<file path="config.mk">
export PLATFORM = sky130hd
export DESIGN_NAME = dt_two_pass
export DESIGN_NICKNAME = d
export VERILOG_FILES = /design/src/rtl/dt_pkg.sv /design/src/rtl/dt_min4.sv /design/src/rtl/dt_two_pass.sv
export SDC_FILE = /design/constraint.sdc
export NUM_CORES = 1
export LEC_CHECK = 0
export CORE_UTILIZATION = 48
export DETAILED_ROUTE_END_ITERATION = 6
export PLACE_DENSITY = 0.74
export SYNTH_ARGS = -nofsm -noshare
export SYNTH_HDL_FRONTEND = slang
export SYNTH_SLANG_ARGS = --single-unit
</file>
<file path="constraint.sdc">
create_clock -name clk -period 11.4 [get_ports clk]
set_input_delay 1.14 -clock clk [delete_from_list [all_inputs] [get_ports clk]]
set_output_delay 1.14 -clock clk [all_outputs]
set_load 0.02 [all_outputs]
</file>
<file path="src/rtl/dt_pkg.sv">
// Shared types and helpers for the dt_two_pass chamfer distance transform.
// The B_* states exist only when DT_BACKWARD_EN is defined.
package dt_pkg;

    localparam int unsigned DIST_W_DEF = 8;
    localparam int unsigned DIST_MAX   = (1 << DIST_W_DEF) - 1;

    typedef enum logic [2:0] {
        F_CHK,
        F_RD,
        F_WR,
`ifdef DT_BACKWARD_EN
        B_CHK,
        B_RD,
        B_WR,
`endif
        S_DONE
    } state_e;

    // Forward pass order: NW, N, NE, W.  Backward pass order: E, SW, S, SE.
    typedef enum logic [1:0] {NB_0, NB_1, NB_2, NB_3} nb_e;

    function automatic int unsigned sat_inc(input int unsigned x,
                                            input int unsigned max_v = DIST_MAX);
        return (x >= max_v) ? max_v : x + 1;
    endfunction

endpackage

</file>
<file path="src/rtl/dt_min4.sv">
// Unsigned minimum of four distance values, built as a two-level compare tree.
module dt_min4
    import dt_pkg::*;
#(
    parameter int unsigned DIST_W = DIST_W_DEF
) (
    input  logic [DIST_W-1:0] a,
    input  logic [DIST_W-1:0] b,
    input  logic [DIST_W-1:0] c,
    input  logic [DIST_W-1:0] d,
    output logic [DIST_W-1:0] y
);

    logic [DIST_W-1:0] ab;
    logic [DIST_W-1:0] cd;

    always_comb begin
        ab = (a < b) ? a : b;
        cd = (c < d) ? c : d;
        y  = (ab < cd) ? ab : cd;
    end

endmodule

</file>
<file path="src/rtl/dt_two_pass.sv">
// Two-pass chamfer distance transform between the STI ROM and the RES RAM.
// Define DT_BACKWARD_EN to compile the reverse-raster refinement pass.
module dt_two_pass
    import dt_pkg::*;
#(
    parameter int unsigned IMG_W  = 128,
    parameter int unsigned IMG_H  = 128,
    parameter int unsigned STI_W  = 16,
    parameter int unsigned DIST_W = DIST_W_DEF,
    parameter int unsigned STI_AW = 10,
    parameter int unsigned RES_AW = 14
) (
    input  logic              clk,
    input  logic              reset,
    output logic              done,
    output logic              sti_rd,
    output logic [STI_AW-1:0] sti_addr,
    input  logic [STI_W-1:0]  sti_di,
    output logic              res_wr,
    output logic              res_rd,
    output logic [RES_AW-1:0] res_addr,
    output logic [DIST_W-1:0] res_do,
    input  logic [DIST_W-1:0] res_di
);

    localparam int unsigned       CB   = $clog2(IMG_W);
    localparam int unsigned       SB   = $clog2(STI_W);
    localparam int unsigned       DMAX = (1 << DIST_W) - 1;
    localparam logic [RES_AW-1:0] LAST = RES_AW'(IMG_W * IMG_H - 1);
    localparam logic [RES_AW-1:0] ROW  = RES_AW'(IMG_W);
    localparam logic [RES_AW-1:0] ONE  = RES_AW'(1);

    state_e            state, state_nxt;
    nb_e               nb;
    logic [RES_AW-1:0] p, nb_addr, row;
    logic [CB-1:0]     col;
    logic [SB-1:0]     bit_sel;
    logic              border, obj_now, obj;
    logic [DIST_W-1:0] nbr [4];
    logic [DIST_W-1:0] min4, inc;
`ifdef DT_BACKWARD_EN
    logic [DIST_W-1:0] d;
`endif

    dt_min4 #(.DIST_W(DIST_W)) u_min4 (
        .a (nbr[0]),
        .b (nbr[1]),
        .c (nbr[2]),
        .d (nbr[3]),
        .y (min4)
    );

    always_comb begin
        row     = p >> CB;
        col     = p[CB-1:0];
        bit_sel = p[SB-1:0];
        border  = (row == '0) || (row == RES_AW'(IMG_H - 1)) || (col == '0) || (col == '1);
        obj_now = sti_di[~bit_sel] && !border;
        inc     = DIST_W'(sat_inc(32'(min4), DMAX));
    end

    always_comb begin
        nb_addr = p;
        if (state == F_RD) begin
            case (nb)
                NB_0: nb_addr = p - ROW - ONE;
                NB_1: nb_addr = p - ROW;
                NB_2: nb_addr = p - ROW + ONE;
                NB_3: nb_addr = p - ONE;
            endcase
        end
`ifdef DT_BACKWARD_EN
        else if (state == B_RD) begin
            case (nb)
                NB_0: nb_addr = p + ONE;
                NB_1: nb_addr = p + ROW - ONE;
                NB_2: nb_addr = p + ROW;
                NB_3: nb_addr = p + ROW + ONE;
            endcase
        end
`endif
    end

    always_ff @(posedge clk or posedge reset) begin
        if (reset) state <= F_CHK;
        else       state <= state_nxt;
    end

    always_comb begin
        state_nxt = state;
        case (state)
            F_CHK: state_nxt = obj_now ? F_RD : F_WR;
            F_RD:  if (nb == NB_3) state_nxt = F_WR;
            F_WR: begin
                if (p != LAST) state_nxt = F_CHK;
`ifdef DT_BACKWARD_EN
                else           state_nxt = B_CHK;
`else
                else           state_nxt = S_DONE;
`endif
            end
`ifdef DT_BACKWARD_EN
            B_CHK: begin
                if (res_di != '0)  state_nxt = B_RD;
                else if (p == '0) state_nxt = S_DONE;
            end
            B_RD:  if (nb == NB_3) state_nxt = B_WR;
            B_WR:  state_nxt = (p == '0) ? S_DONE : B_CHK;
`endif
            S_DONE:  state_nxt = S_DONE;
            default: state_nxt = F_CHK;
        endcase
    end

    always_ff @(posedge clk or posedge reset) begin
        if (reset) begin
            p   <= '0;
            nb  <= NB_0;
            obj <= 1'b0;
            nbr <= '{default: '0};
`ifdef DT_BACKWARD_EN
            d   <= '0;
`endif
        end else begin
            case (state)
                F_CHK: obj <= obj_now;
                F_RD: begin
                    nbr[nb] <= res_di;
                    nb      <= nb_e'(nb + 2'd1);
                end
                F_WR: if (p != LAST) p <= p + ONE;
`ifdef DT_BACKWARD_EN
                B_CHK: begin
                    d <= res_di;
                    if (res_di == '0 && p != '0) p <= p - ONE;
                end
                B_RD: begin
                    nbr[nb] <= res_di;
                    nb      <= nb_e'(nb + 2'd1);
                end
                B_WR: if (p != '0) p <= p - ONE;
`endif
                default: ;
            endcase
        end
    end

    // Outputs are gated by reset so they read 0 throughout reset even though the FSM rests in F_CHK.
    always_comb begin
        done     = 1'b0;
        sti_rd   = 1'b0;
        sti_addr = '0;
        res_wr   = 1'b0;
        res_rd   = 1'b0;
        res_addr = '0;
        res_do   = '0;
        if (!reset) begin
            case (state)
                F_CHK: begin
                    sti_rd   = 1'b1;
                    sti_addr = STI_AW'(p >> SB);
                end
                F_RD: begin
                    res_rd   = 1'b1;
                    res_addr = nb_addr;
                end
                F_WR: begin
                    res_wr   = 1'b1;
                    res_addr = p;
                    res_do   = obj ? inc : '0;
                end
`ifdef DT_BACKWARD_EN
                B_CHK: begin
                    res_rd   = 1'b1;
                    res_addr = p;
                end
                B_RD: begin
                    res_rd   = 1'b1;
                    res_addr = nb_addr;
                end
                B_WR: begin
                    res_wr   = 1'b1;
                    res_addr = p;
                    res_do   = (d < inc) ? d : inc;
                end
`endif
                S_DONE:  done = 1'b1;
                default: ;
            endcase
        end
    end

endmodule

</file>
# [Yosys cells after proc, flatten, opt, wreduce, memory -nomap -nowiden]
# Cells that the tools add are included.
# W data, S select, Z words.
[totals] in_bits=26 elab_cells=74 reg_bits=52 output_inout_bits=36
[classes] muxes=29 addsub=7 eq_ne=10 order_cmp=7 n_reduce_logical=11 bitwise_logic=2
[ops] cell="$mux W8" n=8
[ops] cell="$pmux W14 S4" n=1
[ops] cell="$bwmux W32" n=1
[ops] cell="$add A14 B1 Y14 const B" n=2
[ops] cell="$pmux W14 S2" n=1
[ops] cell="$sub A14 B1 Y14 const B" n=2
[ops] cell="$lt A8 B8 Y1" n=3
[ops] cell="$mux W10" n=2
[ops] cell="$demux W8 S2" n=1
[ops] cell="$eq A7 B7 Y1 const B" n=2
[ops] cell="$logic_not A14 Y1" n=1
[ops] cell="$mux W14" n=1
[ops] cell="$ne A14 B14 Y1 const B" n=1
[ops] cell="$sub A14 B8 Y14 const B" n=1
[ops] cell="$pmux W3 S4" n=1
[ops] cell="$mux W1" n=9
[ops] cell="$add A8 B1 Y8 const B" n=1
[ops] cell="$ge A8 B8 Y1 const B" n=1
[ops] cell="$logic_not A7 Y1" n=1
[ops] cell="$eq A3 B2 Y1 const B" n=2
[ops] cell="$lt A4 B5 Y1 const B" n=1
[ops] cell="$bmux W1 S4" n=1
[ops] cell="$eq A2 B2 Y1 const B" n=2
[ops] cell="$mux W2" n=2
[ops] cell="15 further kinds" n=18

# [Logic depth before layout (Yosys ltp)]
[depth] depth_word=9 ltp_mapped=21 depth_no_buf=18

# [Hierarchy]
# Synthesis repeated with hierarchy kept, for this count alone.
[unflattened] cells_unflattened=513 area_unflattened_um2=4616.9
[by_module_without_submodules] module="dt_two_pass" seq_area_each_um2=1276.2 n_inst=1 area_per_inst_um2=3796.1 cells_each=415
[by_module_without_submodules] module="dt_min4" seq_area_each_um2=0.0 n_inst=1 area_per_inst_um2=820.8 cells_each=98

# [Least setup slack after synthesis]
# Ideal clock, no wire load.
[synth_timing] path_type="register -> output" startpoint="register nbr[22] in the netlist's numbering" endpoint="output port res_do[7]" required_time_ns=10.260 stages_incl_launch_ff=21 arrival_time_ns=4.310 setup_slack_ns=5.950 path_buffers=3 path_cell_list="dfrtp_1 inv_1 ha_1 nand4_1 o31ai_2 buf_6 buf_2 mux2i_1 inv_1 ha_1 nand2_1 a2bb2oi_1 o211ai_1 nor2_2 buf_6 mux2i_1 ha_1 o21ai_1 nand2_1 a211oi_1 nor4_1"
[synth_via] elab_chain_cells=9 elab_cells_between_ends=10 classes_between="add/sub (1); order compare (3); mux (6)"
[synth_lines] item="start, declared" line_no="dt_two_pass.sv:39" source="logic [DIST_W-1:0] nbr [4];"
[synth_lines] item="start signal, assigned by index" line_no="dt_two_pass.sv:128" source="nbr[nb] <= res_di;"
[synth_lines] item="$lt A8 B8 Y1" line_no="dt_min4.sv:18" source="ab = (a < b) ? a : b;"
[synth_lines] item="$mux W8 (*)" line_no="dt_min4.sv:18"
[synth_lines] item="$lt A8 B8 Y1" line_no="dt_min4.sv:20" source="y = (ab < cd) ? ab : cd;"
[synth_lines] item="$mux W8 (*)" line_no="dt_min4.sv:20"
[synth_lines] item="$add A8 B1 Y8 / $ge A8 B8 Y1 (equally long branches)" line_no="dt_pkg.sv:25" source="return (x >= max_v) ? max_v : x + 1;"
[synth_lines] item="$mux W8 (*)" line_no="dt_pkg.sv:25"
[synth_lines] item="$mux W8 (*)" line_no="dt_two_pass.sv:170" source="res_do = obj ? inc : '0;"
[synth_lines] item="$mux W8 (*)" line_no="dt_two_pass.sv:158" source="case (state)"
[synth_lines] item="$mux W8 (*)" line_no="dt_two_pass.sv:157" source="if (!reset) begin"
[synth_lines] item="end, declared" line_no="dt_two_pass.sv:22" source="output logic [DIST_W-1:0] res_do,"
# Mark *: on every way between the ends. The rest lies on a longest branch, timed or not.

# [Final worst setup path]
[layout_timing] startpoint="register nbr[6] in the netlist's numbering" endpoint="output port res_do[6]"
[layout_via] elab_chain_cells=9 elab_cells_between_ends=10 classes_between="add/sub (1); order compare (3); mux (6)"
[layout_lines] item="$lt A8 B8 Y1" line_no="dt_min4.sv:19" source="cd = (c < d) ? c : d;"
[layout_lines] item="$mux W8 (*)" line_no="dt_min4.sv:19"
[layout_lines] item="$lt A8 B8 Y1" line_no="dt_min4.sv:20"
[layout_lines] item="$mux W8 (*)" line_no="dt_min4.sv:20"
[layout_lines] item="$add A8 B1 Y8 / $ge A8 B8 Y1 (equally long branches)" line_no="dt_pkg.sv:25"
[layout_lines] item="$mux W8 (*)" line_no="dt_pkg.sv:25"
[layout_lines] item="$mux W8 (*)" line_no="dt_two_pass.sv:170"
[layout_lines] item="$mux W8 (*)" line_no="dt_two_pass.sv:158"
[layout_lines] item="$mux W8 (*)" line_no="dt_two_pass.sv:157"
# Marked as above.

==> impl_results.md <==
* Status: finished clean
* Area grow syn2layout at 15.4%
* Starting Density at 0.498
* Hold_ws at 533 ps
* Row cnt at 36
* Unrepaired setup endpoints after global routing: false
* Ys async rst share at 1.00
* Power Dens Cells at about 75 mW/mm2
* WP buf/inv at 2
* Fmax at 0.147 GHz
* Diode count at 0
* Detailed placement HPWL at 9180 um
* Synthesized instance count at 563
* H-tree depth at 2
* Delay-heaviest family, CP: compound AO/OA/AOI/OAI gates
* Post-synthesis cell area at 0.00489 mm2
* Number of synthesized register bits at 51
* Post-CTS setup buffers at 0
* Via count at 4245
* Vias in the first global route at 4158
* CTS tree: built
* Leak Pwr at ~2.3 nW
* 1st-pass router iterations at 5
* Number of synthesized flops with an enable pin at 0
* Most frequent cells in the layout: clkdlybuf4s50_1 (61), nand2_1 (52), dfrtp_1 (51)
* Worst r2r src: p[0]
* Net Count, Synth at between 600 and 700
* Die W at 103 um
* Register area at 0.00128 mm2
* Area occupied by multi-input gates at 0.00331 mm2
* Largest net degree at the start of global routing at 54
* # DRC at 0
* Post-route core utilization at 0.574
* Final Wtd Congestion at 0.911
* Slew Limit Fails at 0
* Primary FF master, synth: dfrtp_1
* Global-route wire length before repair at 20400 um
* Period utilization at 0.599
* Gr usage total at 0.244
* Worst slew pin tran at 829 ps
* Crit path DAT at about 5700 ps
* R2R Setup Slk at 8420 ps
* Core area at 0.00982 mm2
* WL per Instance at 16.4 um
* Final Hold Vio Count at 0
* Number of routed nets with antenna violations at 0
* Initial antenna violation count at 0
* Startpoint class of the critical path: register
* Worst skew pair latency at 300 ps
* Post-CTS Resized at 0
* Final critical-path required period at 6830 ps
* Max stage delay cell, worst path: o31ai_4
* Setup TNS at 0 ps
* Most used cell, CP: ha_1
* Worst slew margin at 0.433
* Clk_skew at 4.42 ps
* Die Ht at 103 um
* Vias per inst at 5.79
* Hold depth at 1
* Peak supply drop at 0.0529 mV
* Mean Syn Cell Area at just under 9 um2
* Sequential element share of the synthesized area at 0.261
* Total Wirelength at 12000 um
* FF-to-FF End: p[13]
* Boundary pin count at 62
* Cell chain of the critical path: inv_1, ha_1, nand4_1, o31ai_4, mux2i_1, ha_1, a21o_1, a21oi_1, o211ai_1, nor2_2, mux2i_1, ha_1, o21ai_1, o21ai_0, or3b_1, a21oi_1, clkdlybuf4s50_1
* Synth cell types at 65
* Hold buffer count at CTS at 0
* Critical Path End: res_do[6]
* Post-synth top area cell: dfrtp_1
* Final setup violation count at 0
* Clock Tree Root: clkbuf_8
* Synth top area share at 0.261
* Clock Pin Slew Worst Setup and Hold Paths at around 90 ps
* Overall die area at 0.0106 mm2
* CTS sink count at 51
* CP Data Required Time at approximately 10000 ps
* Most common cell after layout, fill and taps aside: clkdlybuf4s50_1
* Crit-path max FO at 13
* Synth top area cells: dfrtp_1 (26%), ha_1 (9.2%), mux2_2 (8.8%)
* Total gr overflow at 0
* CP max stage delay at between 600 and 700 ps
* Crit path depth at 17
* Layout cells sized above 1 at 0.117
* Max cap viols at 0
* Worst reg2reg path depth at 9
* HP Class: reg -> reg
* Setup crit start: nbr[6]
* FILL cells at approximately 940
* Clock buffer count from CTS at 5
* # nets final at 662
* Warnings, synthesis at 0
* Critical path class: reg -> out
* Crit end category: primary output
* CTS max path bufs at 2
* Initial DRC Count at 180
* Port bufs at 61
-- synthesized netlist by cell type (3+ instances only) --
master and instances:
mux2_2 38, clkbuf_1 22, inv_2 3, nand3b_1 4, a22oi_1 4, o21a_1 6
and3_1 3, nand4_1 6, nor3b_1 5, a21oi_1 32, o21ai_1 5, inv_1 35
nor3_1 11, o21ai_0 14, nor4_1 3, mux2i_1 22, mux4_2 5, buf_2 3
mux2_4 3, and2_1 10, dfrtp_1 51, a311oi_1 3, nor2b_1 9, nand2_1 52
buf_1 5, xnor2_1 28, ha_1 36, a31oi_1 5, nor2_1 41, o211ai_1 11
nand3_1 25, a2bb2oi_1 3, nand2b_1 5, xor2_1 16
-- flip-flops by register name (all words and copies together), names as in the netlist --
| register | count |
|---|---|
| obj | 1 |
| p | 14 |
| nb | 2 |
| state | 2 |
| nbr | 32 |
-- stage by stage --
stage | std cells | power, W | setup WS [ps] | instance area [um2]
3_3_place_gp | 726 | 0.000296 | 5160 | 5530
4_1_cts | 733 | 0.000424 | 4610 | 5640
6_report | 733 | 0.000420 | 4570 | 5640
5_1_grt | 733 | 0.000443 | 4200 | 5640
2_1_floorplan | 563 | 0.000274 | 5950 | 4890
3_5_place_dp | 726 | 0.000300 | 4940 | 5530
-- how the worst min path moves through the flow --
stage                      from  endpoint  slack (ps)
after detailed placement  nb[0]     nb[0]         520
after floorplan           nb[0]     nb[0]         490
after CTS                 nb[0]     nb[0]         540
after global routing      nb[0]     nb[0]         580
after global placement    nb[0]     nb[0]         510
final                     nb[0]     nb[0]         530
-- layer usage --
metal  GRT usage  wire [um]  share of wire
met5           0          0              0
met4      0.0791        198          0.016
met3      0.0319        558          0.046
met2       0.426       6140           0.51
met1       0.313       5150           0.43
-- worst reg2reg max path: stages, from the launching register on --
cell and delay, ps:
dfrtp_1 600, ha_1 370, nand3_1 190, nor2_1 130
nand3_1 150, nor2_1 90, nor2b_1 660, nand3_1 300
nor3_1 250, xor2_1 170
-- cell type report --
class | count | area share
inverter | 38 | 0.0253
multi-input combinational | 440 | 0.588
timing repair buffer | 64 | 0.112
tap | 133 | 0.0295
sequential | 51 | 0.226
clock buffer | 5 | 0.0122
clock inverter | 2 | 0.00666
-- cells by family (layout without fill, tap and decap cells) --
| kind of cell | count (synthesis) | in the layout | share of synthesized area |
|---|---|---|---|
| xor gates and xnor gates | 44 | 44 | 0.0789 |
| adders and majority gates | 36 | 36 | 0.0922 |
| and+or+nand+nor | 190 | 190 | 0.199 |
| muxes | 68 | 68 | 0.165 |
| AOI/OAI and AO/OA | 102 | 102 | 0.143 |
| DFF | 51 | 51 | 0.261 |
| buffers and inverters | 72 | 109 | 0.0607 |
-- power by group --
group	internal [W]	switching, W	total (W)
Combinational	0.0000502	0.0000525	0.000103
Clock	0.0000642	0.0000593	0.000124
Sequential	0.000187	0.00000745	0.000194
Power figures use the tool's default switching activity.
